==> config.mk <==
export PLATFORM = sky130hd
export DESIGN_NAME = hsv_core_flush_ctrl
export DESIGN_NICKNAME = d
export VERILOG_FILES = /design/src/rtl/hsv_core_pkg.sv /design/src/rtl/hsv_core_flush_min_counter.sv /design/src/rtl/hsv_core_flush_ctrl.sv
export SDC_FILE = /design/constraint.sdc
export NUM_CORES = 1
export LEC_CHECK = 0
export BUFFER_PORTS_ARGS = -buffer_cell sky130_fd_sc_hd__buf_2
export CORE_ASPECT_RATIO = 0.5
export CORE_UTILIZATION = 44
export CTS_CLUSTER_DIAMETER = 150
export DETAILED_ROUTE_END_ITERATION = 8
export MAX_ROUTING_LAYER = met4
export PLACE_DENSITY_LB_ADDON = 0.25
export SYNTH_ARGS = -nofsm -noshare
export SYNTH_HDL_FRONTEND = slang
export SYNTH_SLANG_ARGS = --single-unit
==> constraint.sdc <==
create_clock -name clk_core -period 2.1 [get_ports clk_core]
set_clock_uncertainty 0.15 [all_clocks]
set_input_delay 0.105 -clock clk_core [delete_from_list [all_inputs] [get_ports clk_core]]
set_output_delay 0.105 -clock clk_core [all_outputs]
set_load 0.005 [all_outputs]
==> src/rtl/hsv_core_pkg.sv <==
// Shared core types: machine word and the flush controller state set.
package hsv_core_pkg;

   typedef logic [31:0] word;

   typedef enum logic [1:0] {
      IDLE,
      DRAIN,
      ACKED,
      REDIRECT
   } flush_state_t;

endpackage

==> src/rtl/hsv_core_flush_min_counter.sv <==
// Saturating counter that times the minimum flush hold period.
// o_done is asserted on the cycle that completes MIN_FLUSH_CYCLES enabled
// cycles (the current enabled cycle is included), and stays asserted while
// the count sits at saturation.
module hsv_core_flush_min_counter
   import hsv_core_pkg::*;
#(
   parameter int unsigned MIN_FLUSH_CYCLES = 2
) (
   input  logic clk_core,
   input  logic rst_core_n,
   input  logic i_clr,
   input  logic i_en,
   output logic o_done
);

   localparam int unsigned W = $clog2(MIN_FLUSH_CYCLES + 1);
   localparam logic [W-1:0] C_MAX  = W'(MIN_FLUSH_CYCLES);
   localparam logic [W-1:0] C_LAST = W'(MIN_FLUSH_CYCLES - 1);

   logic [W-1:0] r_cnt;

   // Count enabled cycles, clear on request, hold at the saturation value.
   always_ff @(posedge clk_core or negedge rst_core_n) begin
      if (!rst_core_n) begin
         r_cnt <= '0;
      end else if (i_clr) begin
         r_cnt <= '0;
      end else if (i_en && (r_cnt != C_MAX)) begin
         r_cnt <= r_cnt + W'(1);
      end
   end

   // Done looks one increment ahead so the caller can act on the final cycle.
   always_comb begin
      o_done = (r_cnt == C_MAX) || (i_en && (r_cnt == C_LAST));
   end

endmodule

==> src/rtl/hsv_core_flush_ctrl.sv <==
// Responder side of the core flush handshake: broadcasts flush to the
// pipeline units, waits for all of them to drain, acknowledges, then hands
// the latched redirect PC to fetch before releasing the handshake.
module hsv_core_flush_ctrl
   import hsv_core_pkg::*;
#(
   parameter int unsigned NUM_UNITS        = 4,
   parameter int unsigned MIN_FLUSH_CYCLES = 2
) (
   input  logic                 clk_core,
   input  logic                 rst_core_n,
   input  logic                 flush_req,
   input  logic [31:0]          flush_target,
   output logic                 flush_ack,
   output logic                 flush_o,
   input  logic [NUM_UNITS-1:0] unit_idle,
   output logic                 redirect_valid,
   input  logic                 redirect_ready,
   output logic [31:0]          redirect_pc
);

   flush_state_t r_state;
   flush_state_t w_state_nxt;

   logic        w_min_done;
   logic        w_all_idle;
   logic        w_pc_load;
   logic        w_flush_nxt;
   logic        w_ack_nxt;
   logic        w_rv_nxt;
   logic        r_flush_o;
   logic        r_flush_ack;
   logic        r_redirect_valid;
   logic [31:0] r_redirect_pc;

   hsv_core_flush_min_counter #(
      .MIN_FLUSH_CYCLES (MIN_FLUSH_CYCLES)
   ) u_min_counter (
      .clk_core   (clk_core),
      .rst_core_n (rst_core_n),
      .i_clr      (r_state == IDLE),
      .i_en       (r_state == DRAIN),
      .o_done     (w_min_done)
   );

   assign w_all_idle = &unit_idle;
   assign w_pc_load  = (r_state == ACKED) && !flush_req;

   // State register.
   always_ff @(posedge clk_core or negedge rst_core_n) begin
      if (!rst_core_n) begin
         r_state <= IDLE;
      end else begin
         r_state <= w_state_nxt;
      end
   end

   // Next-state logic for the four-phase handshake.
   always_comb begin
      w_state_nxt = r_state;
      unique case (r_state)
         IDLE:     if (flush_req)                          w_state_nxt = DRAIN;
         DRAIN:    if (w_min_done && w_all_idle)           w_state_nxt = ACKED;
         ACKED:    if (!flush_req)                         w_state_nxt = REDIRECT;
         REDIRECT: if (r_redirect_valid && redirect_ready) w_state_nxt = IDLE;
         default:                                          w_state_nxt = IDLE;
      endcase
   end

   // Output decode from the next state so every output leaves a flop.
   always_comb begin
      w_flush_nxt = (w_state_nxt != IDLE);
      w_ack_nxt   = (w_state_nxt == ACKED) || (w_state_nxt == REDIRECT);
      w_rv_nxt    = (w_state_nxt == REDIRECT);
   end

   // Output registers; redirect PC is captured word-aligned as req falls.
   always_ff @(posedge clk_core or negedge rst_core_n) begin
      if (!rst_core_n) begin
         r_flush_o        <= 1'b0;
         r_flush_ack      <= 1'b0;
         r_redirect_valid <= 1'b0;
         r_redirect_pc    <= '0;
      end else begin
         r_flush_o        <= w_flush_nxt;
         r_flush_ack      <= w_ack_nxt;
         r_redirect_valid <= w_rv_nxt;
         if (w_pc_load) begin
            r_redirect_pc <= flush_target & 32'hFFFF_FFFC;
         end
      end
   end

   assign flush_o        = r_flush_o;
   assign flush_ack      = r_flush_ack;
   assign redirect_valid = r_redirect_valid;
   assign redirect_pc    = r_redirect_pc;

   // The initiator must hold flush_req until it has seen flush_ack.
   a_req_held_in_drain : assert property (
      @(posedge clk_core) disable iff (!rst_core_n)
      (r_state == DRAIN) |-> flush_req
   );

endmodule

==> results.sh <==
export IMPL_vias=1143
export IMPL_outcome="completed"
export IMPL_cts_buffer_depth=2
export IMPL_path_max_fanout=5
export IMPL_routed_wl_um=3157
export IMPL_dp_hpwl_um=1911
export IMPL_wl_per_cell_um=12.94
export IMPL_post_cts_resized=0
export IMPL_cp_cell_sequence="inv_1 -> ha_1 -> o21ai_0 -> o31ai_1 -> dlygate4sd3_1"
export IMPL_maxCapViolCount=0
export IMPL_clkTransAtPathRegs_ns=0.07
export IMPL_cts_buffers_inserted=5
export IMPL_dieArea_um2=3576
export IMPL_diodes=0
export IMPL_cts_tree="built"
export IMPL_synth_edf_count=0
export IMPL_drive_gt1_share_pct=52.45
export IMPL_combPwrFrac_pct=35.0
export IMPL_post_synth_top_count_cell="dfrtp_1"
export IMPL_antenna_found_initial=0
export IMPL_worstMarginPinSlew_ns=0.7943
export IMPL_fin_tns_setup_ns=0
export IMPL_drtPass1Iterations=4
export IMPL_cts_sinks=36
export IMPL_antenna_left=0
export IMPL_synth_commonest_cells="36 x dfrtp_1, 28 x mux2_2, 4 x buf_6"
export IMPL_syn_cell_area_um2=1464
export IMPL_synth_top_cell_area_share_pct=61.54
export IMPL_die_h_um=42.79
export IMPL_num_io_pins=75
export IMPL_avgSynthCellArea_um2=15.09
export IMPL_dpl_cell_count=203
export IMPL_finalHoldViolations=0
export IMPL_leakage_nw=1.132
export IMPL_p_int_w=0.001777
export IMPL_first_global_vias=1208
export IMPL_finalCriticalPeriod_ns=1.793
export IMPL_numPortBuffers=70
export IMPL_async_reset_ff_share_pct=100.0
export IMPL_critPathMaxStageDelay_ns=0.56
export IMPL_end_kind="flop"
export IMPL_worstPathArrival_ns=1.81
export IMPL_worstPathRequired_ns=2.11
export IMPL_place_congestion=0.7380
export IMPL_core_rowCount=14
export IMPL_p_clk_share_pct=17.9
export IMPL_seqPwrFrac_pct=47.1
export IMPL_syn2layout_area_growth_pct=52.82
export IMPL_cts_root_buf="clkbuf_8"
export IMPL_grt_pass1_wl_um=5451
export IMPL_ys_top_cells_by_area="dfrtp_1 62%, mux2_2 22%, buf_6 3.1%"
export IMPL_ir_drop_v=0.0006088
export IMPL_clk_latency_ns=0.28
export IMPL_instances_no_fill=244
export IMPL_min_period_over_period_pct=85.39
export IMPL_synth_warnings=0
export IMPL_vias_per_cell=4.684
export IMPL_setup_violations_final=0
export IMPL_post_route_drc_count=0
export IMPL_worst_setup_path_start_kind="flop"
export IMPL_crit_buf_inv=2
export IMPL_final_nets=246
export IMPL_ys_seq_area_share_pct=61.54
export IMPL_grt_setup_unrepaired="no"
export IMPL_htree_levels=2
export IMPL_drtIter0Drc=18
export IMPL_p_sw_w=0.0007422
export IMPL_crit_path_top_delay_cell="dlygate4sd3_1"
export IMPL_die_w_um=83.57
export IMPL_power_density_nw_per_um2=1126
export IMPL_finish_utilization_pct=72.56
export IMPL_drv_slew=0
export IMPL_ys_types=24
export IMPL_grt_use_total_pct=20.95
export IMPL_ys_flop_type="dfrtp_1"
export IMPL_overflow=0
export IMPL_initial_core_util_pct=47.48
export IMPL_cp_top_family="buffers and inverters"
export IMPL_hold_class="in -> reg"
export IMPL_postSynthCellCount=97
export IMPL_fmax_mhz=557.7
export IMPL_synth_largest_area_cell="dfrtp_1"
export IMPL_ys_ff_latch=36
export IMPL_relSlewSlack_pct=47.05
export IMPL_grt_max_degree=37
export IMPL_fin_worst_hold_slack_ns=0.06194
export IMPL_worstSetupPathType="reg -> reg"
export IMPL_core_area_um2=3083
export IMPL_switching_share_pct=29.46
cell usage in the layout, fill, tap and decap left out, drive strengths merged:
cell / Yosys / final
buf: 6 / 72
dfrtp: 36 / 36
dlygate4sd3: 0 / 34
mux2: 30 / 30
clkbuf: 1 / 6
inv: 2 / 2
o21ai: 2 / 2
nand3: 2 / 2
nand2: 2 / 2
o31ai: 2 / 2
ha: 2 / 2
conb: 1 / 2
nand4: 1 / 1
o22ai: 1 / 1
nand2b: 1 / 1
and3: 1 / 1
o21bai: 1 / 1
nor3: 1 / 1
a41oi: 1 / 1
nor3b: 1 / 1
a22o: 1 / 1
a21oi: 1 / 1
nor2: 1 / 1
clkinv: 0 / 1
power by group through the flow:
stage / registers (W) / clock network, W / logic (W)
after CTS: 0.00119 / 0.000472 / 0.000885
after global placement: 0.00118 / 0 / 0.000798
after global routing: 0.00124 / 0.000498 / 0.000979
final: 0.00119 / 0.000451 / 0.000881
after floorplan: 0.00119 / 0 / 0.000462
after detailed placement: 0.00120 / 0 / 0.000827
flip-flops by register name (all words and copies together), names as in the netlist:
signal and count:
redirect_pc 30, redirect_valid 1, r_state 1, u_min_counter.r_cnt 2
flush_o 1, flush_ack 1
timing repair:
item,in CTS,in global routing
hold buffers,34,0
setup buffers,0,0
hold endpoints to repair,68,0
layer usage:
metal	vias to the layer above	global-route usage [%]	routed length, µm
met5	-	-	0
met4	0	7.119	35
met3	4	6.615	183
met2	39	37.40	1636
met1	550	22.65	1302
li1	550	-	-
cell type report:
cell class / count / area (µm²)
Clock inverter: 1 / 5.005
Multi-Input combinational cell: 53 / 495.5
Sequential cell: 36 / 900.9
Clock buffer: 6 / 72.57
Fill cell: 236 / 845.8
Tap cell: 40 / 50.05
Timing Repair Buffer: 106 / 705.7
Inverter: 2 / 7.507
through the flow:
step                      cell area (µm²)  setup WS, ns  power (W)
after floorplan                      1468        0.5957   0.001648
after global placement               1819        0.4492   0.001977
after detailed placement             1819        0.4181   0.002023
after CTS                            2237        0.2927   0.002544
after global routing                 2237        0.1721   0.002714
final                                2237        0.3069   0.002519
logic make-up after synthesis:
kind of cell / Yosys count / share of synthesized area, %
and+or+nand+nor: 10 / 4.360
muxes: 30 / 23.08
adders and majority gates: 2 / 1.709
DFF: 36 / 61.54
other: 1 / 0.2562
buffers and inverters: 9 / 4.871
AOI/OAI and AO/OA: 9 / 4.188
final timing paths:
kind	from	end	slack [ns]	cells after the start
worst max-delay path	u_min_counter.r_cnt[0]	flush_ack	0.31	5
worst min-delay path	flush_req	flush_o	0.06	3
worst max register to register	u_min_counter.r_cnt[0]	flush_ack	0.31	5
worst min register to register	redirect_pc[7]	redirect_pc[7]	0.34	1
max in group asynchronous	rst_core_n	redirect_pc[24]	1.00	2
min in group asynchronous	rst_core_n	redirect_pc[9]	0.30	2
worst min-delay path, delay by kind of cell:
kind                   cells  cell delay, ns
AOI/OAI and AO/OA          1            0.07
buffers and inverters      1            0.14
and+or+nand+nor            1            0.13
(Power assumes the default switching activity.)
